===== src/rtl/battle_pkg.sv =====
// Shared definitions for battle-game objects: direction codes, mover FSM states
// and the keyboard-to-move decode used by every controllable object.
package battle_pkg;

  localparam int POS_INT_W = 11;

  typedef enum logic [1:0] {
    DIR_UP    = 2'd0,
    DIR_RIGHT = 2'd1,
    DIR_DOWN  = 2'd2,
    DIR_LEFT  = 2'd3
  } dir_e;

  typedef enum logic [1:0] {
    ST_IDLE,
    ST_RUN,
    ST_BLOCKED,
    ST_DEAD
  } mover_state_e;

  typedef struct packed {
    logic valid;
    dir_e dir;
  } move_req_t;

  // Only a single pressed key is a request; chords and no-key leave dir alone.
  function automatic move_req_t decode_keys(input logic [3:0] keys);
    move_req_t req;
    req.valid = 1'b1;
    case (keys)
      4'b0001: req.dir = DIR_DOWN;
      4'b0010: req.dir = DIR_UP;
      4'b0100: req.dir = DIR_LEFT;
      4'b1000: req.dir = DIR_RIGHT;
      default: begin
        req.valid = 1'b0;
        req.dir   = DIR_UP;
      end
    endcase
    return req;
  endfunction

endpackage


===== src/rtl/axis_step.sv =====
// One axis of fixed-point motion: adds a signed step to the position and
// clamps the result to the inclusive pixel bounds of the top-left corner.
module axis_step
  import battle_pkg::*;
#(
  parameter int  FRAC_BITS = 6,
  parameter int  MIN_PIX   = 0,
  parameter int  MAX_PIX   = 620,
  localparam int POS_W     = POS_INT_W + FRAC_BITS
) (
  input  logic        [POS_W-1:0] i_pos,
  input  logic signed [POS_W:0]   i_delta,
  output logic        [POS_W-1:0] o_pos
);

  localparam logic signed [POS_W:0] LO = (POS_W+1)'(MIN_PIX << FRAC_BITS);
  localparam logic signed [POS_W:0] HI = (POS_W+1)'(MAX_PIX << FRAC_BITS);

  // One extra bit keeps a step below zero negative so it clamps to MIN.
  logic signed [POS_W:0] w_sum;
  assign w_sum = $signed({1'b0, i_pos}) + i_delta;

  always_comb begin
    if (w_sum < LO)      o_pos = LO[POS_W-1:0];
    else if (w_sum > HI) o_pos = HI[POS_W-1:0];
    else                 o_pos = w_sum[POS_W-1:0];
  end

endmodule


===== src/rtl/obj_mover.sv =====
// Keyboard-driven object mover: per-frame fixed-point motion with clamping,
// one-shot back-off on collision, and a timed death/respawn cycle.
module obj_mover
  import battle_pkg::*;
#(
  parameter int INIT_X         = 280,
  parameter int INIT_Y         = 185,
  parameter int INIT_DIR       = 1,
  parameter int SPEED          = 20,
  parameter int FRAC_BITS      = 6,
  parameter int X_MIN          = 0,
  parameter int X_MAX          = 620,
  parameter int Y_MIN          = 0,
  parameter int Y_MAX          = 460,
  parameter int RESPAWN_FRAMES = 90
) (
  input  logic        clk,
  input  logic        resetN,
  input  logic        startOfFrame,
  input  logic        collision,
  input  logic        hit,
  input  logic [3:0]  keys,
  input  logic        runEn,
  input  logic        resetPos,
  output logic [10:0] topLeftX,
  output logic [10:0] topLeftY,
  output logic [1:0]  dir,
  output logic        alive,
  output logic        moving
);

  localparam int POS_W = POS_INT_W + FRAC_BITS;
  localparam int CNT_W = 16;
  localparam logic [POS_W-1:0]      INIT_X_FP   = POS_W'(INIT_X << FRAC_BITS);
  localparam logic [POS_W-1:0]      INIT_Y_FP   = POS_W'(INIT_Y << FRAC_BITS);
  localparam logic signed [POS_W:0] STEP        = (POS_W+1)'(SPEED);
  localparam dir_e                  INIT_DIR_E  = dir_e'(INIT_DIR[1:0]);
  localparam logic [CNT_W-1:0]      RESPAWN_CNT = CNT_W'(RESPAWN_FRAMES);

  mover_state_e          r_state, w_state_next;
  logic [POS_W-1:0]      r_pos_x, r_pos_y, w_x_next, w_y_next;
  logic signed [POS_W:0] r_last_dx, r_last_dy;
  logic signed [POS_W:0] w_req_dx, w_req_dy, w_dx, w_dy;
  dir_e                  r_dir;
  logic                  r_alive, r_moving;
  logic [CNT_W-1:0]      r_cnt;
  move_req_t             w_req;
  logic w_apply_move, w_backoff, w_load_init, w_kill, w_respawn, w_cnt_dec, w_moving_next;

  assign w_req = decode_keys(keys);

  always_comb begin
    w_req_dx = '0;
    w_req_dy = '0;
    case (w_req.dir)
      DIR_UP:    w_req_dy = -STEP;
      DIR_DOWN:  w_req_dy = STEP;
      DIR_LEFT:  w_req_dx = -STEP;
      DIR_RIGHT: w_req_dx = STEP;
      default:   ;
    endcase
  end

  // Back-off undoes the last recorded step through the same clamp path.
  assign w_dx = w_backoff ? -r_last_dx : w_req_dx;
  assign w_dy = w_backoff ? -r_last_dy : w_req_dy;

  axis_step #(.FRAC_BITS(FRAC_BITS), .MIN_PIX(X_MIN), .MAX_PIX(X_MAX)) u_axis_x (
    .i_pos  (r_pos_x),
    .i_delta(w_dx),
    .o_pos  (w_x_next)
  );

  axis_step #(.FRAC_BITS(FRAC_BITS), .MIN_PIX(Y_MIN), .MAX_PIX(Y_MAX)) u_axis_y (
    .i_pos  (r_pos_y),
    .i_delta(w_dy),
    .o_pos  (w_y_next)
  );

  always_ff @(posedge clk or negedge resetN) begin
    // NOTE: sequential state uses non-blocking assignments so every register samples pre-edge values.
    if (!resetN) r_state <= ST_IDLE;
    else         r_state <= w_state_next;
  end

  always_comb begin
    // NOTE: every signal driven here gets a default first, so no path can infer a latch.
    w_state_next  = r_state;
    w_apply_move  = 1'b0;
    w_backoff     = 1'b0;
    w_load_init   = 1'b0;
    w_kill        = 1'b0;
    w_respawn     = 1'b0;
    w_cnt_dec     = 1'b0;
    w_moving_next = 1'b0;
    if (r_state == ST_DEAD) begin
      if (startOfFrame) begin
        if (r_cnt <= CNT_W'(1)) begin
          w_respawn    = 1'b1;
          w_load_init  = 1'b1;
          w_state_next = runEn ? ST_RUN : ST_IDLE;
        end else begin
          w_cnt_dec = 1'b1;
        end
      end
    end else if (hit) begin
      w_kill       = 1'b1;
      w_state_next = ST_DEAD;
    end else if (!runEn) begin
      w_state_next = ST_IDLE;
      w_load_init  = resetPos;
    end else begin
      case (r_state)
        ST_IDLE: w_state_next = ST_RUN;
        ST_RUN: begin
          if (collision) begin
            w_backoff    = 1'b1;
            w_state_next = ST_BLOCKED;
          end else if (startOfFrame) begin
            w_apply_move  = w_req.valid;
            w_moving_next = w_req.valid;
          end else begin
            w_moving_next = r_moving;
          end
        end
        ST_BLOCKED: begin
          w_moving_next = r_moving;
          if (startOfFrame) begin
            // Still touching: only a move away from the obstacle releases the block.
            if (!collision || (w_req.valid && w_req.dir != r_dir)) begin
              w_state_next = ST_RUN;
              w_apply_move = w_req.valid;
            end
            w_moving_next = w_apply_move;
          end
        end
        default: w_state_next = ST_IDLE;
      endcase
    end
  end

  always_ff @(posedge clk or negedge resetN) begin
    if (!resetN) begin
      r_pos_x   <= INIT_X_FP;
      r_pos_y   <= INIT_Y_FP;
      r_dir     <= INIT_DIR_E;
      r_last_dx <= '0;
      r_last_dy <= '0;
      r_alive   <= 1'b1;
      r_moving  <= 1'b0;
      r_cnt     <= '0;
    end else begin
      r_moving <= w_moving_next;
      if (w_load_init) begin
        r_pos_x   <= INIT_X_FP;
        r_pos_y   <= INIT_Y_FP;
        r_dir     <= INIT_DIR_E;
        r_last_dx <= '0;
        r_last_dy <= '0;
      end else if (w_apply_move) begin
        r_pos_x   <= w_x_next;
        r_pos_y   <= w_y_next;
        r_dir     <= w_req.dir;
        r_last_dx <= w_req_dx;
        r_last_dy <= w_req_dy;
      end else if (w_backoff) begin
        r_pos_x   <= w_x_next;
        r_pos_y   <= w_y_next;
        r_last_dx <= '0;
        r_last_dy <= '0;
      end
      if (w_kill) begin
        r_alive <= 1'b0;
        r_cnt   <= RESPAWN_CNT;
      end else if (w_respawn) begin
        r_alive <= 1'b1;
        r_cnt   <= '0;
      end else if (w_cnt_dec) begin
        r_cnt <= r_cnt - CNT_W'(1);
      end
    end
  end

  assign topLeftX = r_pos_x[POS_W-1:FRAC_BITS];
  assign topLeftY = r_pos_y[POS_W-1:FRAC_BITS];
  assign dir      = r_dir;
  assign alive    = r_alive;
  assign moving   = r_moving;

endmodule


===== config.mk =====
export PLATFORM = sky130hd
export DESIGN_NAME = obj_mover
export DESIGN_NICKNAME = d
export VERILOG_FILES = /design/src/rtl/battle_pkg.sv /design/src/rtl/axis_step.sv /design/src/rtl/obj_mover.sv
export SDC_FILE = /design/constraint.sdc
export NUM_CORES = 1
export LEC_CHECK = 0
export ABC_AREA = 1
export ABC_CLOCK_PERIOD_IN_PS = 3300
export BUFFER_PORTS_ARGS = -buffer_cell sky130_fd_sc_hd__buf_2
export CAP_MARGIN = 20
export CORE_ASPECT_RATIO = 0.8
export CORE_UTILIZATION = 38
export CTS_CLUSTER_SIZE = 16
export DETAILED_ROUTE_END_ITERATION = 6
export GPL_TIMING_DRIVEN = 1
export PLACE_DENSITY = 0.55
export SYNTH_ARGS = -nofsm -noshare
export SYNTH_HDL_FRONTEND = slang
export SYNTH_SLANG_ARGS = --single-unit
export TNS_END_PERCENT = 10

===== constraint.sdc =====
create_clock -name clk -period 3.3 [get_ports clk]
set_input_delay 0.99 -clock clk [delete_from_list [all_inputs] [get_ports clk]]
set_output_delay 0.99 -clock clk [all_outputs]
set_load 0.005 [all_outputs]

==> metrics.md <==
| Metric | Value |
|---|---|
| Outcome | `finished, violations left` |
| Failing checks | `negative setup slack` |
| Final worst slack | `-0.214 ns` |
| Num Clock Sinks | `58` |
| Initial Util | `about two fifths` |
| GP Congestion | `~0.92` |
| Worst path cell trace | `buf_8 -> inv_8 -> nor3_4 -> nand3_4 -> buf_12 -> o21ai_4 -> ha_4 -> inv_2 -> fa_2 -> nand2_2 -> a21oi_2 -> nand3_1 -> nor2_1 -> nand2_1 -> nand2_1 -> nand2_1 -> nand2_2 -> nand2_2 -> nand2_2 -> nand2_4 -> nand2_8 -> nand2_1 -> nand2_1 -> nand2_1` |
| Peak VDD IR | `~0.42 mV` |
| Crit path from | `runEn` |
| Worst EP required | `between 3 and 4 ns` |
| GRT Residual Overflow | `0` |
| Max_slew headroom | `around 47%` |
| Comb power frac | `roughly two thirds` |
| Netlist cell types | `between 40 and 50` |
| Final Hold Viols | `0` |
| Clock power frac | `roughly 16%` |
| Actual slew at the worst max-slew pin | `about 0.8 ns` |
| Share of cells above drive strength 1 | `between 30 and 40%` |
| Most common flop cell mapped by yosys | `dfrtp_1` |
| Final slew viol count | `0` |
| Critical path's largest stage delay | `a little under 0.6 ns` |
| Iter 0 DRT Violations | `between 300 and 400` |
| Crit. End Element | `flop` |
| Number of routed nets with antenna violations | `0` |
| Hold Path Class | `reg2reg` |
| Final WL | `15200 um` |
| Gate Count Post-Synth | `roughly 780` |
| CTS Buffer Depth | `2` |
| # hold bufs at CTS | `0` |
| R2R depth | `23` |
| Switching Share | `around 44%` |
| Hold Startpoint | `alive` |
| Number of H-tree levels | `3` |
| Placement Cell Area | `roughly 0.0063 mm2` |
| CTS tree | `yes` |
| Die Wd | `about 130 um` |
| RSZ-0062 raised after global routing | `true` |
| CP Class | `in2reg` |
| Min Hold Slack | `0.477 ns` |
| DRC violations left | `0` |
| Clock transition at path regs | `roughly 0.060 ns` |
| Aggregate global-route resource usage | `roughly 22%` |
| Placed Cells | `between 1000 and 1500` |
| Largest net degree at the start of global routing | `59` |
| Sequential share of the synthesized area | `between 20% and 30%` |
| Clock Skews | `roughly 0.01 ns` |
| DP HPWL | `between 10000 and 15000 um` |
| Most used cell, CP | `nand2_1` |
| Initial antenna violation count | `0` |
| Slowest CP cell | `fa_2` |
| Non-filler cells, final | `approximately 1100` |
| Die Area | `about 0.014 mm2` |
| P&R area growth vs syn | `36.6%` |
| IO Pins | `37` |
| Ys async rst share | `between 90% and 100%` |
| Sequential fraction of design power | `approximately a fifth` |
| Reg2reg start | `r_state[0]` |
| DR vias/cell | `a little under 5` |
| Net load switching power | `approximately 2700 uW` |
| Total CTS buffers | `9` |
| First-pass GRT wire length | `between 20000 and 25000 um` |
| Most common cell after layout, fill and taps aside | `nand2_1` |
| Ys Warns | `0` |
| Final period utilization | `106%` |
| Final Core Density | `roughly 53%` |
| Max-cap violations | `0` |
| Tmin final | `3.51 ns` |
| Final #Nets | `about 980` |
| Worst Setup Start Kind | `input pin` |
| DIE HEIGHT | `~110 um` |
| Final setup vio count | `27` |
| Routed via count | `5412` |
| Port Buffers | `36` |
| Clk_lat worst skew | `~0.33 ns` |
| CORE AREA | `about 0.014 mm2` |
| Post-synth EDFFs | `0` |
| Routed WL per cell | `13.8 um` |
| Drt pass-1 iters | `5` |
| Netlist area before placement | `0.00531 mm2` |
| Cell-internal power | `3420 uW` |
| ANT cells | `0` |
| Leak Pwr | `just under 0.004 uW` |
| Hold-critical path depth | `2` |
| Synth Area per Inst | `6.77 um2` |
| Reg-to-reg setup timing slack | `-0.12 ns` |
| Post-Syn Nets | `~840` |
| Leading cell types in the layout, fill and taps excluded | `nand2_1 (190), buf_4 (110), inv_1 (105), nor2_1 (82), dfrtp_1 (48)` |
| Arr. time, crit path | `around 3.7 ns` |
| Fin area | `slightly above 0.007 mm2` |
| Flops & latches, synth | `58` |
| Site Rows | `38` |
| Power Density | `between 800 and 900 mW/mm2` |
| CP max FO | `6` |
| Pre-CTS setup slack | `-0.775 ns` |
| Number of global-route vias before repair | `about 5200` |
| Root buffer cell | `clkbuf_16` |
| FMAX | `0.285 GHz` |
==> repair_timing <==
item	in CTS	in global routing
gates cloned	2	0
resized for setup	42	88
pin swaps	10	35
buffers inserted	4	2
setup endpoints to repair	27	27
==> worst paths after layout <==
| path | to |
|---|---|
| min in group asynchronous | r_cnt[8] |
| max in group asynchronous | r_pos_y[12] |
| hold reg to reg | alive |
| hold / removal | alive |
| setup reg to reg | r_pos_x[12] |
| setup / recovery | r_pos_x[12] |
==> worst max-delay path, delay by kind of cell <==
family | cells | cell delay [ns]
AO/OA/AOI/OAI | 2 | 0.26
adder cells (fa/ha/maj) | 2 | 0.73
buffers and inverters | 4 | 0.35
AND/OR/NAND/NOR | 16 | 1.40
==> power by group through the flow <==
stage	combinational [uW]	sequential (uW)	clock (uW)
after detailed placement	3420	1120	0
after floorplan	2100	1050	0
final	4000	1150	958
after global placement	3390	1120	0
after CTS	3600	1120	977
after global routing	4440	1170	1010
==> synthesized netlist by cell type (all sizes together) (2+ instances only) <==
| cell | instances | area share (%) |
|---|---|---|
| nor3 | 14 | 1.6 |
| nand4 | 15 | 1.8 |
| o22ai | 6 | 0.71 |
| fa | 2 | 0.75 |
| ha | 46 | 11 |
| nand3 | 57 | 6.4 |
| nor2 | 87 | 6.3 |
| o31ai | 2 | 0.28 |
| a21oi | 39 | 3.7 |
| xor2 | 13 | 2.3 |
| nand2 | 232 | 17 |
| dfstp | 10 | 4.9 |
| o221ai | 2 | 0.33 |
| o21ai | 25 | 2.4 |
| a31oi | 2 | 0.24 |
| nand3b | 13 | 1.8 |
| dfrtp | 48 | 23 |
| buf | 28 | 4.2 |
| o21bai | 3 | 0.42 |
| xnor2 | 8 | 1.3 |
| nor4 | 2 | 0.35 |
| inv | 122 | 8.6 |
| or2 | 2 | 0.24 |
==> state kept, by name, summed over array words and instances (netlist names) <==
signal	cells
r_last_dy	3
r_last_dx	3
alive	1
dir	2
moving	1
r_state	2
r_pos_y	15
r_cnt	16
r_pos_x	15
==> per-stage QoR <==
step                      total power, uW  setup TNS [ns]
after floorplan                      3160           -4.01
after global placement               4510          -16.32
after detailed placement             4550          -17.27
after CTS                            5700           -1.61
after global routing                 6620           -7.55
final                                6100           -3.17
==> area by class of cell <==
class | count | area, um2
inverters | 122 | 468
flip-flops and latches | 58 | 1460
well taps | 180 | 225
clock inverters | 3 | 40.0
clock buffers | 13 | 260
fillers | 1345 | 6340
multi-input cells | 576 | 3710
repair buffers | 150 | 1090
==> logic make-up (layout without fill, tap and decap cells) <==
group | Yosys count | count (layout) | synth area share, %
fa+ha+maj | 48 | 48 | 11.6
xor+xnor | 21 | 21 | 3.60
compound gates | 83 | 83 | 8.76
buf+inv | 151 | 288 | 12.9
simple gates | 423 | 424 | 35.5
flops | 58 | 58 | 27.6
==> layer usage <==
metal	part of all wire [%]	track usage (%)	wire length [um]	vias up
met3	4.6	3.81	706	12
met2	44	34.4	6640	124
met1	51	31.2	7780	2505
met4	0.62	4.01	95	0
li1	-	-	-	2771
met5	0	0	0	-
No activity file was read; power rests on OpenSTA's default activity.
